## config.mk

```make
export PLATFORM = sky130hd
export DESIGN_NAME = add_sub_result_stage
export DESIGN_NICKNAME = d
export VERILOG_FILES = /design/src/rtl/add_sub_pkg.sv /design/src/rtl/add_sub_4bit.sv /design/src/rtl/add_sub_result_stage.sv
export SDC_FILE = /design/constraint.sdc
export NUM_CORES = 1
export LEC_CHECK = 0
export CORE_UTILIZATION = 59
export CTS_BUF_LIST = sky130_fd_sc_hd__clkbuf_8
export DETAILED_ROUTE_END_ITERATION = 12
export PLACE_DENSITY = 0.87
export SYNTH_ARGS = -nofsm -noshare
export SYNTH_HDL_FRONTEND = slang
export SYNTH_SLANG_ARGS = --single-unit
```

## constraint.sdc

```tcl
create_clock -name clk -period 3.66 [get_ports clk]
set_input_delay 0.732 -clock clk [delete_from_list [all_inputs] [get_ports clk]]
set_output_delay 0.732 -clock clk [all_outputs]
set_load 0.01 [all_outputs]
```

## src/rtl/add_sub_pkg.sv

```systemverilog
// Shared widths, opcodes and stored-entry layout for the add/sub result stage.
package add_sub_pkg;

    localparam int unsigned DATA_W  = 4;
    localparam int unsigned ENTRY_W = DATA_W + 3;

    localparam logic OP_ADD = 1'b0;
    localparam logic OP_SUB = 1'b1;

    // Entry layout: {ovf, neg, zero, result}
    localparam int unsigned ZERO_BIT = DATA_W;
    localparam int unsigned NEG_BIT  = DATA_W + 1;
    localparam int unsigned OVF_BIT  = DATA_W + 2;

    function automatic logic [ENTRY_W-1:0] pack_entry(input logic [DATA_W-1:0] r,
                                                      input logic zero,
                                                      input logic neg,
                                                      input logic ovf);
        return {ovf, neg, zero, r};
    endfunction

endpackage

```

## src/rtl/add_sub_4bit.sv

```systemverilog
// Combinational 4-bit add/subtract core with zero, negative and signed-overflow flags.
module add_sub_4bit
    import add_sub_pkg::*;
(
    input  logic [DATA_W-1:0] i_a,
    input  logic [DATA_W-1:0] i_b,
    input  logic              i_sel,
    output logic [DATA_W-1:0] o_r,
    output logic              o_zero,
    output logic              o_neg,
    output logic              o_ovf
);

    logic [DATA_W-1:0] w_b_eff;
    logic [DATA_W-1:0] w_r;

    always_comb begin
        w_b_eff = (i_sel == OP_ADD) ? i_b : ~i_b;
        // Subtract as a + ~b + 1; the carry-in is the select bit itself.
        w_r     = i_a + w_b_eff + {{(DATA_W-1){1'b0}}, i_sel};
    end

    always_comb begin
        o_r    = w_r;
        o_zero = (w_r == '0);
        o_neg  = w_r[DATA_W-1];
        if (i_sel == OP_SUB) begin
            o_ovf = (i_a[DATA_W-1] != i_b[DATA_W-1]) && (w_r[DATA_W-1] != i_a[DATA_W-1]);
        end else begin
            o_ovf = (i_a[DATA_W-1] == i_b[DATA_W-1]) && (w_r[DATA_W-1] != i_a[DATA_W-1]);
        end
    end

endmodule

```

## src/rtl/add_sub_result_stage.sv

```systemverilog
// Valid/ready wrapper around add_sub_4bit: results plus flags are queued in a small FIFO.
module add_sub_result_stage
    import add_sub_pkg::*;
#(
    parameter int unsigned DEPTH = 4,
    parameter int unsigned CNT_W = 8
) (
    input  logic              clk,
    input  logic              rst,
    input  logic              in_valid,
    output logic              in_ready,
    input  logic [DATA_W-1:0] in_a,
    input  logic [DATA_W-1:0] in_b,
    input  logic              in_select,
    output logic              out_valid,
    input  logic              out_ready,
    output logic [DATA_W-1:0] out_result,
    output logic              out_zero,
    output logic              out_neg,
    output logic              out_ovf,
    output logic              ovf_seen,
    input  logic              clr_sticky,
    output logic [CNT_W-1:0]  op_count
);

    localparam int unsigned PTR_W = $clog2(DEPTH);
    localparam logic [PTR_W:0] FULL_CNT = (PTR_W + 1)'(DEPTH);

    logic [ENTRY_W-1:0] r_mem [DEPTH];
    logic [PTR_W-1:0]   r_wr_ptr;
    logic [PTR_W-1:0]   r_rd_ptr;
    logic [PTR_W:0]     r_count;
    logic               r_ovf_seen;
    logic [CNT_W-1:0]   r_op_count;

    logic [DATA_W-1:0]  w_r;
    logic               w_zero;
    logic               w_neg;
    logic               w_ovf;
    logic               w_push;
    logic               w_pop;
    logic [ENTRY_W-1:0] w_head;

    add_sub_4bit u_core (
        .i_a    (in_a),
        .i_b    (in_b),
        .i_sel  (in_select),
        .o_r    (w_r),
        .o_zero (w_zero),
        .o_neg  (w_neg),
        .o_ovf  (w_ovf)
    );

    always_comb begin
        in_ready   = (r_count != FULL_CNT);
        out_valid  = (r_count != '0);
        w_push     = in_valid && in_ready;
        w_pop      = out_valid && out_ready;
        w_head     = r_mem[r_rd_ptr];
        out_result = w_head[DATA_W-1:0];
        out_zero   = w_head[ZERO_BIT];
        out_neg    = w_head[NEG_BIT];
        out_ovf    = w_head[OVF_BIT];
        ovf_seen   = r_ovf_seen;
        op_count   = r_op_count;
    end

    always_ff @(posedge clk) begin
        if (rst) begin
            for (int i = 0; i < DEPTH; i++) begin
                r_mem[i] <= '0;
            end
            r_wr_ptr   <= '0;
            r_rd_ptr   <= '0;
            r_count    <= '0;
            r_ovf_seen <= 1'b0;
            r_op_count <= '0;
        end else begin
            if (w_push) begin
                r_mem[r_wr_ptr] <= pack_entry(w_r, w_zero, w_neg, w_ovf);
                r_wr_ptr        <= r_wr_ptr + PTR_W'(1);
            end
            if (w_pop) begin
                r_rd_ptr <= r_rd_ptr + PTR_W'(1);
                if (r_op_count != '1) begin
                    r_op_count <= r_op_count + CNT_W'(1);
                end
            end
            case ({w_push, w_pop})
                2'b10:   r_count <= r_count + (PTR_W + 1)'(1);
                2'b01:   r_count <= r_count - (PTR_W + 1)'(1);
                default: r_count <= r_count;
            endcase
            // A popped overflow wins over a same-cycle clear.
            if (w_pop && w_head[OVF_BIT]) begin
                r_ovf_seen <= 1'b1;
            end else if (clr_sticky) begin
                r_ovf_seen <= 1'b0;
            end
        end
    end

endmodule

```

[Yosys cells after proc, flatten, opt, wreduce, memory -nomap -nowiden]
Memory sizes are Yosys's and may differ from the RTL's. A register that Yosys moved wholly into a read port is not among the register bits.
Index checks and enable logic that the tools add are counted.
Operators by class
  $add $sub $neg: 7
  eq/ne operators: 7
  muxes and demuxes: 15
  bitwise operators: 1
  reduce and logical (&&, ||, !) cells: 11
Operators by type and width (number)
  $mux 1: 9
  $add 8x1->8 const B: 1
  $ne 8x8->1 const B: 1
  $mux 7: 1
  $reduce_or 7->1: 1
  $mux 2: 3
  $pmux 3 s2: 1
  $logic_and 1x1->1: 5
  $add 2x1->2 const B: 2
  $add 4x1->4: 1
  $add 4x4->4: 1
  $logic_not 4->1: 1
  $mux 4: 1
  $not 4->4: 1
  $reduce_bool 2->1: 2
  $add 3x1->3 const B: 1
  $ne 3x3->1 const B: 1
  $reduce_bool 3->1: 1
  $sub 3x1->3 const B: 1
  $eq 2x1->1 const B: 1
  $eq 2x2->1 const B: 1
  $ne 1x1->1: 2
  $reduce_and 2->1: 1
  $eq 1x1->1: 1
Storage, ports and cells
  register bits: 16
  memory bits (writable): 28
  input bits: 14
  output and inout port bits: 18
  logic and storage cells: 47
  memories kept: 1
Memories
  r_mem: depth 4, bits a word 7, rd ports 1, clocked after Yosys merged registers in 1, write ports 4, RTL line add_sub_result_stage.sv:29  | logic [ENTRY_W-1:0] r_mem [DEPTH];

[Logic depth before layout (Yosys ltp)]
  word-level depth: 8
  depth in mapped cells: 9
  gate-level depth less buffers: 8

[Cells and area by module]
A second synthesis with hierarchy kept.
Second synthesis, totals
  cells, all modules: 195
  area, all modules: 2289.7 µm²
Modules (own cells, without submodules)
  add_sub_result_stage: times used 1, cells an instance 174, area an instance 2109.5 µm², seq. area each 1201.2 µm²
  add_sub_4bit: times used 1, cells an instance 21, area an instance 180.2 µm², seq. area each 0.0 µm²

[Worst setup path before layout]
No wires, ideal clock.
  path kind: input to register
  from: input in_select
  to: memory r_mem[1][6] (netlist bit), data pin
  library setup time: 0.273 ns
  arrival time: 2.073 ns
  data required time: 3.387 ns
  setup slack: 1.314 ns
  cell stages on the path: 7
  path buffers: 1
  path through: xor2_1 ha_1 a21o_1 a31o_2 buf_2 o211ai_1 a211oi_1
RTL lines
  from (decl): RTL line add_sub_result_stage.sv:14  | input logic in_select,
  to (decl): RTL line add_sub_result_stage.sv:29

==> results.md <==
* WL per Instance at 18.9 µm
* Slew headroom at 39.8%
* Slew @ Worst Pin at 0.896 ns
* Residual DRC at 0
* Seq/Total Area, Yosys at 53.2%
* Data arrival, critical path at 2.92 ns
* Multi-input logic area at 887 µm²
* HP Class: flip-flop to flip-flop
* Setup violations, final at 0
* Inserted Diodes at 0
* VDD IR max at 0.416 mV
* Critical Path End Type: flip-flop
* Fillers at 214
* Finished layout cell area at 2500 µm²
* Max incr delay on CP at 0.51 ns
* Max Clk Rate at 0.358 GHz
* Kind of critical path: input port to flip-flop
* Placed cell area at 2360 µm²
* Num rows at 20
* Final min period at 2.80 ns
* Bufs on Longest Clock Path at 2
* Reg clk slew, reported paths at 0.08 ns
* Syn_area_per_cell at 11.5 µm²
* Max-cap viol count at 0
* Buf/Inv on CP at 1
* Pleak at 0.910 nW
* CTS tree: built
* Power per Cell Area at 625 nW/µm²
* Count of warnings emitted by yosys at 0
* Layout area overhead at 23.1%
* Slew Viols, Final at 0
* Most used DFF post-synth: edfxtp_1
* Grt ovf at 0
* Final hold vios at 0
* GRT Total Usage at 28.8%
* Die X at 60.7 µm
* TNS Setup at 0 ns
* Initial Utilization at 64.4%
* Crit-path leading delay family: simple AND/OR/NAND/NOR gates
* Slowest cell on crit path: clkdlybuf4s50_1
* Post-Syn Instances at 176
* Vias per inst at 5.95
* IO Count at 32
* Nets@finish at 228
* Routed Antenna Nets at 0
* Post-CTS Setup Bufs at 0
* #FFs+latches synth at 42
* Largest net degree at the start of global routing at 17
* Yosys cell types at 43
* Period utilization at 76.4%
* Reg area at 1080 µm²
* Cts bufs inserted at 5
* CTS H-tree lvls at 2
* Core area at 3150 µm²
* Initial antenna violation count at 0
* Crit-path cells: clkdlybuf4s50_1 > mux2_2 > fa_1 > xnor2_1 > nand4_1 > nor3_1
* Synthesized net count at 196
* RSZ-0062 raised after global routing: no
* CP Max Fanout at 5
* Worst endpoint required time at 3.78 ns
* Clock Skews at 0.00788 ns
* Clock Latency Late Sink at 0.30 ns
* DR iter-0 viols at 75
* Via Count at 1505
* Post-DP HPWL at 3260 µm
* Post-Syn Area at 2030 µm²
* Asr flop ratio synth at 0%
* Core Util, Final at 79.3%
* # hold bufs at CTS at 0
* Post-Route WL at 4780 µm
* Crit path launch type: input port
* Root buffer cell: clkbuf_8
* Clock Sinks at 42
* Die area at 3680 µm²
* CTS resizes at 0
* First-pass GRT wire length at 7360 µm
* Drt pass-1 iters at 4
* DIE HEIGHT at 60.7 µm
* Status: complete, no violations
* Layout cells sized above 1 at 11.0%
* Port bufs at 31
* Placer congestion estimate at 0.808
* Vias in the first global route at 1575
* Number of synthesized flops with an enable pin at 24
==> flip-flops by register name, summed over array words and instances (netlist names), named ones only <==
name,flops
r_wr_ptr,2
r_count,3
r_rd_ptr,2
ovf_seen,1
r_mem,24
op_count,8
==> per-stage QoR <==
stage | total power, mW | hold slack (ns) | cells | worst slack [ns]
final | 1.56 | 0.540 | 253 | 0.863
after global routing | 1.62 | 0.562 | 253 | 0.752
after CTS | 1.56 | 0.539 | 253 | 0.879
after detailed placement | 1.12 | 0.522 | 245 | 0.604
after global placement | 1.08 | 0.489 | 245 | 0.785
after floorplan | 0.937 | 0.474 | 176 | 1.31
==> report_power, final <==
group	internal, mW	switching, mW	leakage, nW
clock	0.273	0.168	0.0683
sequential	0.570	0.0662	0.396
combinational	0.240	0.244	0.446
==> final cells by class <==
type                       count  area share (%)
multi-input combinational    121            35.5
clock inverter                 3            2.75
clock buffer                   5            2.75
timing repair buffer          32            12.7
tap                           44            2.20
sequential                    42            43.2
inverter                       6           0.900
==> Yosys cell counts, types with 2 or more instances <==
cell type | count | share of area [%]
a211oi_1 | 4 | 1.5
a21oi_1 | 4 | 0.99
buf_2 | 2 | 0.49
clkbuf_1 | 2 | 0.37
dfxtp_1 | 18 | 18
edfxtp_1 | 24 | 35
fa_1 | 2 | 2.0
ha_1 | 4 | 2.5
inv_1 | 5 | 0.92
mux2i_1 | 3 | 1.5
mux4_2 | 6 | 6.7
nand2_1 | 4 | 0.74
nand2b_1 | 4 | 1.2
nand3_1 | 4 | 0.99
nand4_1 | 3 | 0.92
nor2_1 | 36 | 6.7
nor2b_1 | 2 | 0.62
nor3_1 | 5 | 1.2
nor4_1 | 2 | 0.62
o211ai_1 | 3 | 1.1
o21ai_0 | 2 | 0.49
xnor2_1 | 5 | 2.2
xor2_1 | 12 | 5.2
==> path summary, 6_finish.rpt <==
path | start | endpoint | slack (ns) | cells past startpoint
max | in_b[0] | r_mem[1][4]$_SDFFCE_PN0P_ | 0.86 | 6
min | r_count[2]$_SDFFE_PP0P_ | r_count[2]$_SDFFE_PP0P_ | 0.54 | 2
max reg2reg | r_count[0]$_SDFFE_PP0P_ | r_count[2]$_SDFFE_PP0P_ | 1.10 | 8
min reg2reg | r_count[2]$_SDFFE_PP0P_ | r_count[2]$_SDFFE_PP0P_ | 0.54 | 2
==> metal layers <==
layer | GRT usage, % | part of all wire (%)
met1 | 33.3 | 39
met2 | 52.0 | 54
met3 | 6.82 | 5.9
met4 | 10.4 | 1.2
met5 | 0 | 0
==> cells in the final DEF, fill, tap and decap left out, types with 2 or more instances in the layout <==
cell / Yosys / final
a211oi_1: 4 / 4
a21oi_1: 4 / 4
bufinv_16: 0 / 2
clkbuf_8: 0 / 5
clkdlybuf4s50_1: 0 / 31
dfxtp_1: 18 / 18
edfxtp_1: 24 / 24
fa_1: 2 / 2
ha_1: 4 / 4
inv_1: 5 / 5
mux2i_1: 3 / 3
mux4_2: 6 / 6
nand2_1: 4 / 4
nand2b_1: 4 / 4
nand3_1: 4 / 4
nand4_1: 3 / 3
nor2_1: 36 / 36
nor2b_1: 2 / 2
nor3_1: 5 / 5
nor4_1: 2 / 2
o211ai_1: 3 / 3
o21ai_0: 2 / 2
xnor2_1: 5 / 5
xor2_1: 12 / 12
==> worst register-to-register path, cell delays in order (launching register included) <==
cell and delay [ns]:
dfxtp_1 0.36, o31ai_1 0.78, inv_2 0.25, ha_1 0.31
inv_1 0.09, fa_1 0.18, xor2_1 0.08, or3_1 0.31
a21oi_1 0.15
==> cells by family (layout without fill, tap and decap cells) <==
logic type                 Yosys count  in the layout  synth area share (%)
and+or+nand+nor                     69             69                  16.4
DFF                                 42             42                  53.2
AOI/OAI and AO/OA                   19             19                  6.77
xor gates and xnor gates            17             17                  7.33
buffers and inverters               13             46                  3.14
muxes                               10             10                  8.68
adders and majority gates            6              6                  4.43
No activity file was read; power rests on OpenSTA's default activity.
